===== src/rtl/icache_fill_ctrl.sv =====
// icache_fill_ctrl: I-cache miss handler. When a miss occurs it streams one block
// from pipelined main memory into the data array. It then writes the tag, and it
// holds fetch stalled until the fill is done.
// Optional feature: define ICACHE_FILL_PERF_EN to add the saturating miss_count output.
module icache_fill_ctrl #(
  parameter int ADDR_W          = 16,
  parameter int WORDS_PER_BLOCK = 8,
  parameter int CNT_W           = 3
) (
  input  logic              clk,
  input  logic              rst_n,
  input  logic              miss_detected,
  input  logic [ADDR_W-1:0] miss_address,
  input  logic              memory_data_valid,
  input  logic [15:0]       memory_data,
  output logic              fsm_busy,
  output logic              mem_req,
  output logic [ADDR_W-1:0] memory_address,
  output logic              write_data_array,
  output logic [ADDR_W-1:0] cache_word_addr,
  output logic [15:0]       cache_data,
  output logic              write_tag_array,
`ifdef ICACHE_FILL_PERF_EN
  output logic [15:0]       miss_count,
`endif
  output logic [ADDR_W-1:0] block_base
);

  // Block offset bits cover the word index plus the byte-within-word bit.
  localparam int BLK_OFF_W = CNT_W + 1;
  // Counters carry one extra bit so "all words requested" is representable.
  localparam logic [CNT_W:0] BLOCK_WORDS = (CNT_W+1)'(WORDS_PER_BLOCK);
  localparam logic [CNT_W:0] BLOCK_LAST  = (CNT_W+1)'(WORDS_PER_BLOCK - 1);

  typedef enum logic [1:0] {
    IDLE = 2'd0,
    FILL = 2'd1,
    TAG  = 2'd2
  } state_t;

  state_t            state_q, state_d;
  logic [CNT_W:0]    req_cnt_q, req_cnt_d;
  logic [CNT_W:0]    rcv_cnt_q, rcv_cnt_d;
  logic [ADDR_W-1:0] block_base_q, block_base_d;
  logic [ADDR_W-1:0] cache_word_addr_q, cache_word_addr_d;
  logic [15:0]       cache_data_q, cache_data_d;
  logic              write_data_q, write_data_d;

  // The offset bits of the miss address are deliberately dropped when the block base is formed.
  logic unused_offset_bits;
  assign unused_offset_bits = ^miss_address[BLK_OFF_W-1:0];

  // Next-state logic covers the request counter, the receive counter and the address bookkeeping.
  // It also drives the combinational request and tag strobes.
  always_comb begin
    state_d           = state_q;
    req_cnt_d         = req_cnt_q;
    rcv_cnt_d         = rcv_cnt_q;
    block_base_d      = block_base_q;
    cache_word_addr_d = cache_word_addr_q;
    cache_data_d      = cache_data_q;
    write_data_d      = 1'b0;
    mem_req           = 1'b0;
    memory_address    = '0;
    write_tag_array   = 1'b0;

    unique case (state_q)
      IDLE: begin
        if (miss_detected) begin
          block_base_d = {miss_address[ADDR_W-1:BLK_OFF_W], {BLK_OFF_W{1'b0}}};
          req_cnt_d    = '0;
          rcv_cnt_d    = '0;
          state_d      = FILL;
        end
      end
      FILL: begin
        if (req_cnt_q < BLOCK_WORDS) begin
          mem_req        = 1'b1;
          memory_address = block_base_q + ADDR_W'({req_cnt_q[CNT_W-1:0], 1'b0});
          req_cnt_d      = req_cnt_q + 1'b1;
        end
        if (memory_data_valid) begin
          cache_data_d      = memory_data;
          cache_word_addr_d = block_base_q + ADDR_W'({rcv_cnt_q[CNT_W-1:0], 1'b0});
          write_data_d      = 1'b1;
          rcv_cnt_d         = rcv_cnt_q + 1'b1;
          if (rcv_cnt_q == BLOCK_LAST) begin
            state_d = TAG;
          end
        end
      end
      TAG: begin
        write_tag_array = 1'b1;
        state_d         = IDLE;
      end
      default: begin
        state_d = IDLE;
      end
    endcase
  end

  // State and datapath registers. An asynchronous reset abandons any partial fill.
  always_ff @(posedge clk or negedge rst_n) begin
    if (!rst_n) begin
      state_q           <= IDLE;
      req_cnt_q         <= '0;
      rcv_cnt_q         <= '0;
      block_base_q      <= '0;
      cache_word_addr_q <= '0;
      cache_data_q      <= '0;
      write_data_q      <= 1'b0;
    end else begin
      state_q           <= state_d;
      req_cnt_q         <= req_cnt_d;
      rcv_cnt_q         <= rcv_cnt_d;
      block_base_q      <= block_base_d;
      cache_word_addr_q <= cache_word_addr_d;
      cache_data_q      <= cache_data_d;
      write_data_q      <= write_data_d;
    end
  end

  assign fsm_busy         = (state_q != IDLE) | miss_detected;
  assign write_data_array = write_data_q;
  assign cache_word_addr  = cache_word_addr_q;
  assign cache_data       = cache_data_q;
  assign block_base       = block_base_q;

`ifdef ICACHE_FILL_PERF_EN
  logic [15:0] miss_count_q, miss_count_d;

  // Count each fill start, saturating at the maximum value instead of wrapping.
  always_comb begin
    miss_count_d = miss_count_q;
    if ((state_q == IDLE) && miss_detected && (miss_count_q != 16'hFFFF)) begin
      miss_count_d = miss_count_q + 16'd1;
    end
  end

  // Miss counter register.
  always_ff @(posedge clk or negedge rst_n) begin
    if (!rst_n) begin
      miss_count_q <= '0;
    end else begin
      miss_count_q <= miss_count_d;
    end
  end

  assign miss_count = miss_count_q;
`endif

endmodule

===== config.mk =====
export PLATFORM = sky130hd
export DESIGN_NAME = icache_fill_ctrl
export DESIGN_NICKNAME = d
export VERILOG_FILES = /design/src/rtl/icache_fill_ctrl.sv
export SDC_FILE = /design/constraint.sdc
export NUM_CORES = 1
export LEC_CHECK = 0
export CAP_MARGIN = 5
export CORE_UTILIZATION = 53
export CTS_CLUSTER_DIAMETER = 80
export DETAILED_ROUTE_END_ITERATION = 12
export DONT_BUFFER_PORTS = 1
export MAX_ROUTING_LAYER = met4
export PLACE_DENSITY = 0.68
export SLEW_MARGIN = 20
export SYNTH_ARGS = -nofsm -noshare
export SYNTH_HDL_FRONTEND = slang
export SYNTH_SLANG_ARGS = --single-unit

===== constraint.sdc =====
create_clock -name clk -period 2.9 [get_ports clk]
set_input_delay 0.29 -clock clk [delete_from_list [all_inputs] [get_ports clk]]
set_output_delay 0.29 -clock clk [all_outputs]
set_load 0.005 [all_outputs]

## Yosys cells after proc, flatten, opt, wreduce, memory -nomap -nowiden

Index checks and enable logic that the tools add are counted.

- Multiplexer cells: 16
- Equal/unequal tests: 7
- Reductions and logical operators: 8
- Bitwise logic cells: 1
- Add/sub/neg operators: 4
- Order comparisons: 1

Operators by type and width:

| cell | count |
|---|---|
| $add 16x4->16 | 2 |
| $mux 16 | 2 |
| $pmux 4 s2 | 2 |
| $mux 4 | 3 |
| $reduce_and 3->1 | 3 |
| $add 4x1->4 const B | 2 |
| $ne 2x2->1 const B | 4 |
| $mux 2 | 3 |
| $mux 1 | 5 |
| $eq 4x3->1 const B | 1 |
| $lt 4x4->1 const B | 1 |
| $pmux 2 s2 | 1 |
| $reduce_and 2->1 | 2 |
| $reduce_bool 2->1 | 2 |
| $eq 2x1->1 const B | 1 |
| $eq 2x2->1 const B | 1 |
| $logic_not 2->1 | 1 |
| $or 1x1->1 | 1 |

- Register bits after elaboration: 55
- Logic and storage cells: 44
- Output and inout bits: 68
- Input port bits: 36

## Depth between registers and ports, before layout

- Depth after elaboration: 4
- Depth in mapped cells: 5
- Depth with buffers taken out: 4

## Worst setup path before layout

No wires, ideal clock.

- Path type: register to register
- From: register state_q[1]
- To: register block_base_q[10] (netlist: block_base[10])
- Library setup time: 0.127 ns
- Required time: 2.773 ns
- Stages on the path, launching flop included: 5
- Path buffers: 2
- Path slack: 1.450 ns
- Arrival time: 1.323 ns
- Clock period less this slack: 1.450 ns
- Cell sequence: dfrtp_1 buf_2 nor3b_4 buf_6 mux2_1

- Word-level cells in the longest chain between the ends: 2

Ends and longest elaborated chain:

| what | RTL line | text |
|---|---|---|
| from (decl) | 41 | `state_t state_q, state_d;` |
| from (signal assigned) | 113 | `state_q <= state_d;` |
| $logic_not 2->1 | 67 | `unique case (state_q)` |
| $reduce_and 2->1 (no line) | - |  |
| to (signal assigned) | 116 | `block_base_q <= block_base_d;` |
| to (decl) | 44 | `logic [ADDR_W-1:0] block_base_q, block_base_d;` |

Every way passes these cells.
A chain may end at the register's enable or synchronous reset.

## Worst setup path after layout

- From: register state_q[0]
- To: output memory_address[4]

- Word-level cells in the longest chain between the ends: 2

Ends and longest elaborated chain:

| what | RTL line | text |
|---|---|---|
| $eq 2x1->1 | 67 |  |
| $mux 16 | 67 |  |
| to (decl) | 18 | `output logic [ADDR_W-1:0] memory_address,` |

Every way passes these cells.

==> flow_summary.ini <==
[floorplanning]
row_count = 23
chipHeight_um = 68.1
ios = 104
design.core.area_um2 = 4090
start_util_pct = 56.6
die_w_um = 68.1
die-area_um2 = 4640

[cells_and_area]
final_util_pct = 60.0
drive_gt1_share_pct = 27.4
nNetsFinal = 212
area_growth_pct = 5.89
final_cell_count_no_fill = 225
diodes = 0

[cts]
clock_path_buffers = 2
clk_pin_slew_ns = 0.09
cts_setup_buffers = 0
clock_sinks = 54
cts_tree = done
htreeDepth = 2
cts-buffers-inserted = 5
cts-root-buf = clkbuf_8
clkLatencyLatePin_ns = 0.30

[sta]
rsz0062_at_grt = no
fmax_mhz = 557
post-route-period-util_pct = 61.9
holdWs_ns = 0.115
skew_ns = 0.00450
final-setup-viol-count = 0
max-slew-margin-rel_pct = 47.9
final_max_slew_viol_count = 0
hold_viol = 0
setup_tns_ns = 0
fin_crit_ns = 1.79
tightest_slew_ns = 0.781

[global_route]
gr-usage-all-layers_pct = 19.4
antenna_found_initial = 0
grt_overflow = 0
grt_pass1_vias = 1318
grt_max_degree = 55
grt_pass1_wl_um = 6130

[power_and_ir_drop]
ir_drop_uv = 459
p_leak_nw = 1.09
power_density_nw_per_um2 = 1040
p_total_w = 0.00255

[yosys]
yosys_warnings = 0
yosysSeqAreaShare_pct = 58.4
synthArstFlopShare_pct = 100
synthCells = 171
synth.area.top_cells = dfrtp_1, mux2_2, and2_1
ys.flop_type = dfrtp_1
synth_area_um2 = 2310
yosysTopAreaCellShare_pct = 58.4
ys_seq_elements = 54
syn-mean-instance-area_um2 = 13.5
synth_edf_count = 0
yosys.cell_types.count = 32
synth_area_leader_cell = dfrtp_1

[setup_path]
critPathRequiredTime_ns = 2.61
cp_data_arrival_time_ns = 1.50
crit_fanout = 17
worstSetupPathType = flip-flop to output pin
cp-end-kind = output pin
start_kind = flip-flop

[route]
drc = 0
drtIter0Drc = 93
wirelength_um = 4000
drtAntennaViolNets = 0
routedWlPerCell_um = 17.8
viasPerCell = 5.72
vias = 1287
dr.pass1.iters = 3

[placement]
dpl.hpwl_um = 2730
io_buffers = 0
placedCellCount = 215
gp_congestion = 0.716

[status]
status = completed

[run]
cap_violations = 0

[worst_hold_path]
hp-class = input port to flip-flop
-- synth_stat cells, types with 2 or more instances --
cell,number
dfrtp_1,54
mux2_2,34
and2_1,15
mux2_1,8
buf_4,7
buf_2,5
inv_1,5
nand2_1,5
nor2_1,5
o21ai_0,5
a21oi_1,2
a22o_1,2
ha_1,2
mux2i_1,2
nand2b_1,2
nor3_1,2
-- power by group --
group          switching (W)  total [W]  leakage [nW]  internal (W)
sequential          0.000318    0.00140         0.649       0.00108
combinational       0.000320   0.000731         0.395      0.000411
clock               0.000227   0.000420        0.0482      0.000193
-- metrics by stage --
step	instance area (µm²)	worst slack [ns]
after floorplan	2330	1.45
after global placement	2320	1.16
after detailed placement	2320	1.13
after CTS	2450	1.07
after global routing	2450	0.950
final	2450	1.11
-- critical path, stage by stage (launching register included) --
cell	delay, ns
dfrtp_1	0.58
nor3b_2	0.23
buf_4	0.22
and2_1	0.18
-- placed cells by master (no fill, tap or decap), types with 2 or more instances in the layout --
master and count:
mux2i_1 2, nor3_1 2, ha_1 2, and2_1 15, a22o_1 2, o21ai_0 5
mux2_2 34, inv_1 5, clkbuf_8 6, nand2b_1 2, conb_1 6, nand2_1 5
buf_4 2, a21oi_1 2, dfrtp_1 54, mux2_1 8, nor2_1 5
-- sequential cells by signal, indices dropped and copies added (netlist names) --
register,count
state_q,2
req_cnt_q,4
rcv_cnt_q,4
cache_data,16
write_data_array,1
cache_word_addr,15
block_base,12
-- area by class of cell --
cell class | instances | area (µm²)
sequential | 54 | 1350
clock buffer | 7 | 86.3
fill | 344 | 1640
timing repair buffer | 4 | 52.6
inverter | 5 | 18.8
clock inverter | 1 | 5.00
tap | 50 | 62.6
multi-input combinational | 104 | 875
-- final timing paths --
path                                          start                          to  slack, ns  cells past startpoint
min in group asynchronous                     rst_n   block_base[7]$_DFFE_PN0P_       0.52                      2
hold reg to reg            rcv_cnt_q[3]$_DFFE_PN0P_    rcv_cnt_q[3]$_DFFE_PN0P_       0.49                      1
max in group asynchronous                     rst_n    rcv_cnt_q[1]$_DFFE_PN0P_       2.15                      2
hold / removal                     miss_address[13]  block_base[13]$_DFFE_PN0P_       0.11                      1
setup reg to reg             state_q[1]$_DFFE_PN0P_   block_base[7]$_DFFE_PN0P_       1.13                      2
setup / recovery             state_q[0]$_DFFE_PN0P_           memory_address[4]       1.11                      3
-- cell families (layout without fill, tap and decap cells) --
logic type	Yosys count	after routing	share of synthesized area, %
AOI/OAI and AO/OA	12	12	3.19
muxes	44	44	21.3
and+or+nand+nor	39	39	10.9
xor gates and xnor gates	1	1	0.378
buffers and inverters	18	17	4.65
adders and majority gates	2	2	1.08
other	1	6	0.162
DFF	54	54	58.4
-- timing repair --
item	CTS	global route
hold endpoints to repair	54	0
hold buffers	2	0
resized for setup	0	0
endpoints found under the setup margin	0	0
-- routing by layer --
layer	global-route usage [%]	wire length [µm]	vias up	share of wire (%)
li1	-	-	577	-
met1	21.2	1610	633	40
met2	31.4	1910	69	48
met3	6.67	403	8	10
met4	9.38	75	0	1.9
met5	-	0	-	0
Power figures use the tool's default switching activity.
